$ cat src/rtl/aes_round_sequencer.sv
// Iterative AES encryption controller: owns the state register and round counter and steps an
// external round datapath once per clock. Optional block counter is enabled with AES_SEQ_PERF_EN.
module aes_round_sequencer #(
  parameter int NR = 10,
  parameter int DW = 128
) (
  input  logic          clk,
  input  logic          rst,
  input  logic          in_valid,
  output logic          in_ready,
  input  logic [DW-1:0] in_data,
  output logic          out_valid,
  input  logic          out_ready,
  output logic [DW-1:0] out_data,
  output logic          busy,
  output logic [3:0]    rk_idx,
  input  logic [DW-1:0] rk_data,
  output logic [DW-1:0] dp_state,
  output logic          dp_enable,
  output logic          dp_final,
  input  logic [DW-1:0] dp_result
`ifdef AES_SEQ_PERF_EN
  ,
  output logic [31:0]   blk_count,
  output logic [3:0]    round_cnt
`endif
);

  if (DW != 128) begin : g_dw_check
    $error("aes_round_sequencer: DW must be 128");
  end
  if (NR < 1 || NR > 14) begin : g_nr_check
    $error("aes_round_sequencer: NR must be in 1..14");
  end

  localparam logic [1:0] S_IDLE  = 2'd0;
  localparam logic [1:0] S_ROUND = 2'd1;
  localparam logic [1:0] S_DONE  = 2'd2;
  localparam logic [3:0] NR_L    = 4'(NR);

  logic [1:0]    fsm;
  logic [DW-1:0] state_reg;
  logic [3:0]    round;
  logic          accept;
  logic          out_fire;

  assign accept   = in_valid && in_ready;
  assign out_fire = out_valid && out_ready;

  // NOTE: sequential state uses non-blocking assignments so every register samples pre-edge values.
  always_ff @(posedge clk) begin
    if (rst) begin
      fsm       <= S_IDLE;
      state_reg <= '0;
      round     <= '0;
    end else begin
      case (fsm)
        S_IDLE: begin
          if (accept) begin
            state_reg <= in_data ^ rk_data;
            round     <= 4'd1;
            fsm       <= S_ROUND;
          end
        end
        S_ROUND: begin
          state_reg <= dp_result;
          if (round == NR_L) begin
            fsm <= S_DONE;
          end else begin
            round <= round + 4'd1;
          end
        end
        S_DONE: begin
          // Ciphertext stays in state_reg after the handshake; only the counter clears.
          if (out_fire) begin
            fsm   <= S_IDLE;
            round <= '0;
          end
        end
        default: fsm <= S_IDLE;
      endcase
    end
  end

  always_comb begin
    // NOTE: defaults first so every path assigns every output and no latch is inferred.
    in_ready  = 1'b0;
    out_valid = 1'b0;
    busy      = 1'b0;
    rk_idx    = '0;
    dp_enable = 1'b0;
    dp_final  = 1'b0;
    case (fsm)
      S_IDLE: in_ready = 1'b1;
      S_ROUND: begin
        busy      = 1'b1;
        dp_enable = 1'b1;
        rk_idx    = round;
        dp_final  = (round == NR_L);
      end
      S_DONE: begin
        busy      = 1'b1;
        out_valid = 1'b1;
      end
      default: ;
    endcase
  end

  assign out_data = state_reg;
  assign dp_state = state_reg;

`ifdef AES_SEQ_PERF_EN
  always_ff @(posedge clk) begin
    if (rst) begin
      blk_count <= '0;
    end else if (out_fire) begin
      blk_count <= blk_count + 32'd1;
    end
  end

  assign round_cnt = round;
`endif

  a_hold_output: assert property (@(posedge clk) disable iff (rst)
    (out_valid && !out_ready) |=> (out_valid && $stable(out_data)));
  a_round_bound: assert property (@(posedge clk) round <= NR_L);

endmodule

$ cat config.mk
export PLATFORM = sky130hd
export DESIGN_NAME = aes_round_sequencer
export DESIGN_NICKNAME = d
export VERILOG_FILES = /design/src/rtl/aes_round_sequencer.sv
export SDC_FILE = /design/constraint.sdc
export NUM_CORES = 1
export LEC_CHECK = 0
export CORE_AREA = 2 2 255 257
export DETAILED_ROUTE_END_ITERATION = 10
export DIE_AREA = 0 0 257 259
export GPL_TIMING_DRIVEN = 1
export HOLD_SLACK_MARGIN = 0.02
export PLACE_DENSITY = 0.38
export SYNTH_ARGS = -nofsm -noshare
export SYNTH_HDL_FRONTEND = slang
export SYNTH_SLANG_ARGS = --single-unit
$ cat constraint.sdc
create_clock -name clk -period 3.8 [get_ports clk]
set_input_delay 0.76 -clock clk [delete_from_list [all_inputs] [get_ports clk]]
set_output_delay 0.76 -clock clk [all_outputs]
set_load 0.02 [all_outputs]
==> metrics.yaml, run 1 <==
fp.dieArea_mm2: 0.06656
grt.total_usage_pct: 10.50
cts_hold_buf: 0
grt_max_degree: 79
fmaxAchievable_ghz: 0.3514
cts_buffers: 17
synth_ff_type: "dfxtp_1"
port_buffers: 652
fin_crit_sh_pct: 74.88
grt_first_pass_wirelength_um: 51930
core_mm2: 0.06388
slowest_delay_ns: 0.65
ys_warn_count: 0
clock-sinks: 134
peakVddDrop_mv: 0.2482
ys_seq_area_share_pct: 35.06
muxShareOfSynthArea_pct: 0.3925
min_path_cells: 2
wl_um: 35870
cts_tree: "built"
drv_slew: 0
post-cts-setup-buffers: 0
htree_levels: 4
synth-seq-cells: 134
r2r_cells: 7
synth_cell_type_count: 34
crit_path_max_fanout: 14
crit_chain: "inv_1, ha_4, and4b_4, clkdlybuf4s50_1"
synth-async-reset-ratio_pct: 0
routed_via_density: 3.470
clk_root_buffer_cell: "clkbuf_16"
worst_ep_required_time_ns: 3.04
first_iter_violations: 284
n_fill_cell: 6938
p_leak_uw: 0.005062
final_hold_viol_count: 0
synth_top_family_by_area: "compound AO/OA/AOI/OAI gates"
min_from: "dp_state[28]"
worstSetupEndpointType: "output pin"
synth_xor_area_share_pct: 14.65
drive_gt1_share_pct: 2.908
fin_crit_ns: 2.846
syn_inst: 1011
hpwl_um: 29310
clkSlewWorstSetupHoldPaths_ns: 0.06
fp-row-count: 93
nets: 1897
hold_path_class: "reg2reg"
critPathKind: "reg2out"
r2r_start: "fsm[1]"
vias: 8220
cts_buffer_depth: 2
synth_simple_gate_area_share_pct: 15.06
ff_latch_area_mm2: 0.002683
drt_first_pass_iters: 6
r2r-end: "dp_state[3]"
crit_family: "buffers and inverters"
start_util_pct: 11.98
synth_top_area_share_pct: 35.06
slew_headroom_pct: 45.48
min_to: "dp_state[28]"
yosys-top-cells-area: "dfxtp_1, xnor2_1, buf_4, a21oi_1, o21ai_1"
syn_avg_cell_area_um2: 7.568
syn_area_mm2: 0.007651
maxCapViolCount: 0
final_common_cell: "clkdlybuf4s50_1"
arrival_ns: 2.09
status: "finished, final reports clean"
p_per_area_mw_per_mm2: 412.0
die_w_um: 257
gp_congestion: 0.8059
wire_per_inst_um: 15.14
clock_skew_ns: 0.007816
worst_slew_pin_slew_ns: 0.8179
grt_setup_unrepaired: "no"
synth_fa_ha_area_share_pct: 0.9812
cp_slowest_cell: "clkdlybuf4s50_1"
clk_latency_ns: 0.47
r2r_setup_slack_ns: 1.28
multi_input_area_mm2: 0.003726
synth_compound_area_share_pct: 17.32
ant_nets: 0
antenna_found_initial: 0
yosys.area.top_type: "dfxtp_1"
cp.buffers_inverters: 2
cts-resized-gates: 0
setup_tns_ns: 0
die_y_um: 259
grt_pass1_vias: 8266
cp-start-kind: "flop"
timing.hold.ws_ns: 0.4682
drc: 0
synth_edf_count: 0
syn_to_final_growth_pct: 92.23
layout_common_cells: "clkdlybuf4s50_1, dfxtp_1, nor2_1"
gr-total-overflow: 0
io_pins: 653
finalSetupViolCount: 0
syn_nets: 1405
[layer usage]
layer / up-vias / GRT usage [%] / share of wire (%)
met5: - / 0 / 0
met2: 350 / 19.23 / 53
li1: 4175 / - / -
met4: 0 / 3.779 / 1.6
met1: 3665 / 11.10 / 38
met3: 30 / 3.652 / 7.2
[synth_stat cells (2+ instances only)]
cell type,number
nor2_1,133
inv_1,4
o21ai_1,130
buf_1,5
a21oi_1,130
buf_4,129
dfxtp_1,134
and2_1,3
nand2_1,132
buf_2,28
nor3b_1,2
mux2i_1,3
ha_1,6
clkbuf_1,21
xnor2_1,128
nor3_1,4
buf_6,2
[power by group]
group | switching [uW] | total [uW] | internal [uW]
clock network | 657 | 1690 | 1030
registers | 214 | 1820 | 1610
logic | 1250 | 2550 | 1300
total | 2130 | 6060 | 3930
[worst min-delay path, cell delays in order (launching register included)]
cell and delay [ns]:
dfxtp_1 0.32, nand2_1 0.05, o21ai_1 0.05
[cells by family (layout without fill, tap and decap cells)]
family	count (synthesis)	after routing
DFF	134	134
and+or+nand+nor	286	286
AOI/OAI and AO/OA	263	263
adders and majority gates	6	6
muxes	3	3
other	0	1
buffers and inverters	191	693
xor gates and xnor gates	128	128
[registers in the layout, indices dropped and copies added, names as in the netlist]
| name | count |
|---|---|
| round | 4 |
| fsm | 2 |
| dp_state | 128 |
[worst max-delay path by stage]
stage               cells past startpoint     start           end
global route                            3    fsm[0]     rk_idx[3]
global placement                        6  in_valid  dp_state[58]
CTS                                     4    fsm[1]     rk_idx[3]
floorplan                               6    fsm[1]     rk_idx[3]
finish                                  4    fsm[1]      dp_final
detailed placement                      6  in_valid  dp_state[55]
[layout make-up]
type                    count  area share (%)
clock inverters            10          0.9017
diodes                      1         0.01701
flip-flops and latches    134           18.24
clock buffers              19           3.011
well taps                 855           7.274
multi-input cells         686           25.33
repair buffers            660           45.12
inverters                   4          0.1021
[metrics by stage]
stage | cells | util [%] | instance area [um^2] | setup slack, ns | total power, uW
2_1_floorplan | 1011 | - | 7651 | 1.727 | 3234
3_3_place_gp | 2339 | 22.12 | 14130 | 1.008 | 4450
3_5_place_dp | 2339 | 22.12 | 14130 | 0.9975 | 4457
4_1_cts | 2368 | 23.02 | 14710 | 0.7889 | 6228
5_1_grt | 2368 | 23.02 | 14710 | 0.7096 | 6430
6_report | 2369 | 23.02 | 14710 | 0.9545 | 6060
Power figures use the tool's default switching activity.
==> inputs of run 2 (changes only) <==
--- a/config.mk
+++ b/config.mk
@@ -5,12 +5,12 @@
 export SDC_FILE = /design/constraint.sdc
 export NUM_CORES = 1
 export LEC_CHECK = 0
-export CORE_AREA = 2 2 255 257
+export CORE_AREA = 2 2 257 259
 export DETAILED_ROUTE_END_ITERATION = 10
-export DIE_AREA = 0 0 257 259
+export DIE_AREA = 0 0 259 261
 export GPL_TIMING_DRIVEN = 1
 export HOLD_SLACK_MARGIN = 0.02
-export PLACE_DENSITY = 0.38
+export PLACE_DENSITY = 0.39
 export SYNTH_ARGS = -nofsm -noshare
 export SYNTH_HDL_FRONTEND = slang
 export SYNTH_SLANG_ARGS = --single-unit
==> constraint.sdc (replaced) <==
create_clock -name clk -period 2.31 [get_ports clk]
set_input_delay 0.462 -clock clk [delete_from_list [all_inputs] [get_ports clk]]
set_output_delay 0.462 -clock clk [all_outputs]
set_load 0.02 [all_outputs]
==> metrics.yaml, run 2 (synthesis results as in run 1) <==
status: "finished, final reports clean"
wire_per_inst_um: 14.59
htree_levels: 4
peakVddDrop_mv: 0.2851
crit_family: "flip-flops"
io_pins: 653
drv_slew: 0
crit_path_max_fanout: 9
clk_root_buffer_cell: "clkbuf_16"
core_mm2: 0.06504
final_common_cell: "clkdlybuf4s50_1"
grt_max_degree: 121
clkSlewWorstSetupHoldPaths_ns: 0.07
drc: 0
critPathKind: "reg2out"
vias: 8137
cts_hold_buf: 0
intPower_uw: 6451
cp_slowest_cell: "dfxtp_1"
cts_buffers: 17
slew_headroom_pct: 57.94
final_hold_viol_count: 0
antenna_cells: 0
netSwitchingPower_uw: 3611
drive_gt1_share_pct: 3.487
slowest_delay_ns: 0.43
fin_crit_ns: 2.174
fp-row-count: 94
ant_nets: 0
arrival_ns: 1.71
drt_first_pass_iters: 4
gp_congestion: 0.7810
crit_path_start: "fsm[0]"
fin_util_pct: 22.73
hold_path_class: "reg2reg"
fp.dieArea_mm2: 0.06760
layout_common_cells: "clkdlybuf4s50_1, dfxtp_1, nor2_1"
finalSetupViolCount: 0
grt_setup_unrepaired: "no"
hpwl_um: 27490
total_power_uw: 10060
worstSetupPathDepth: 3
cp.buffers_inverters: 1
antenna_found_initial: 0
cts_tree: "built"
fmaxAchievable_ghz: 0.4599
wl_met3_um: 2581
swShare_pct: 35.89
r2r_setup_slack_ns: 0.36
routed_via_density: 3.413
grt_pass1_vias: 7874
wl_met2_um: 18210
clock_skew_ns: 0.01218
largest_reg_flops: 128
clk_latency_ns: 0.47
power_frac_seq_pct: 29.5
die_w_um: 259
fin_crit_sh_pct: 94.12
wl_um: 34790
start_util_pct: 11.76
worstSetupEndpointType: "output pin"
syn_to_final_growth_pct: 93.20
maxCapViolCount: 0
worst_ep_required_time_ns: 1.85
setup_tns_ns: 0
p_leak_uw: 0.005120
p_per_area_mw_per_mm2: 680.7
r2r-end: "dp_state[46]"
top_layer: "met4"
cp-start-kind: "flop"
grt.total_usage_pct: 9.779
nets: 1901
clock-sinks: 134
r2r_start: "fsm[0]"
port_buffers: 652
comb_power_share_pct: 41.8
clkPwrFrac_pct: 28.7
die_y_um: 261
r2r_cells: 7
crit_chain: "ha_4, and2_1, clkdlybuf4s15_1"
crit_end: "rk_idx[1]"
gr-total-overflow: 0
cts_buffer_depth: 2
first_iter_violations: 269
grt_first_pass_wirelength_um: 49080
met1Wirelength_um: 13420
worst_slew_pin_slew_ns: 0.6309
[run 2: cell types whose count changed in the layout (fill, tap and decap cells not counted), moves of 2 or more]
cell / change
buf_12: +2
buf_4: +2
clkdlybuf4s50_1: -9
clkinv_2: -3
clkinv_4: +2
clkinvlp_4: +2
dlygate4sd2_1: +7
inv_6: +3
[run 2: worst min-delay path by stage]
stage	slack, ns	endpoint	cells past startpoint	startpoint
after floorplan	0.48	round[0]	2	round[0]
after global placement	0.46	dp_state[78]	2	dp_state[78]
after detailed placement	0.46	dp_state[64]	2	dp_state[64]
after CTS	0.47	dp_state[64]	2	dp_state[64]
after global routing	0.49	dp_state[90]	2	dp_state[90]
final	0.46	dp_state[49]	2	dp_state[49]
[run 2: worst reg2reg max path: cells and delay by family, from the launching register on]
family          cells  cell delay [ns]
simple gates        2             0.51
flops               1             0.43
buf+inv             2             0.38
fa+ha+maj           1             0.27
mux                 1             0.23
compound gates      1             0.08
[run 2: power by group through the flow]
stage                     registers, uW  clock network [uW]  logic [uW]
after floorplan                    3300                   0        2020
after global placement             3020                   0        4250
after detailed placement           3030                   0        4260
after CTS                          2980                3080        4280
after global routing               3020                3130        4520
final                              2970                2880        4210
[run 2: cell type report]
type,instances,area (um^2)
Sequential cell,134,2683
Timing Repair Buffer,664,6678
Tap cell,864,1081
Inverter,4,15.01
Fill cell,7061,50260
Clock inverter,13,146.4
Multi-Input combinational cell,686,3726
Clock buffer,19,452.9
[run 2: repair_timing]
action / 4_1_cts / 5_1_grt
endpoints found under the setup margin: 9 / 0
buffers inserted: 3 / 0
resized for setup: 13 / 0
[run 2: metrics by stage]
stage | setup WS, ns | hold WS, ns | instance area [um^2] | cells
global placement | 0.2084 | 0.4561 | 14170 | 2349
finish | 0.1358 | 0.4647 | 14780 | 2384
global route | 0.01276 | 0.4906 | 14780 | 2384
floorplan | 0.5294 | 0.4822 | 7651 | 1011
detailed placement | 0.2069 | 0.4611 | 14170 | 2349
CTS | 0.01965 | 0.4696 | 14780 | 2384
[run 2: per-layer routing]
metal / vias to the layer above / global-route usage (%)
met3: 25 / 3.126
met5: - / 0
li1: 4171 / -
met1: 3583 / 10.62
met2: 358 / 17.68
met4: 0 / 3.693
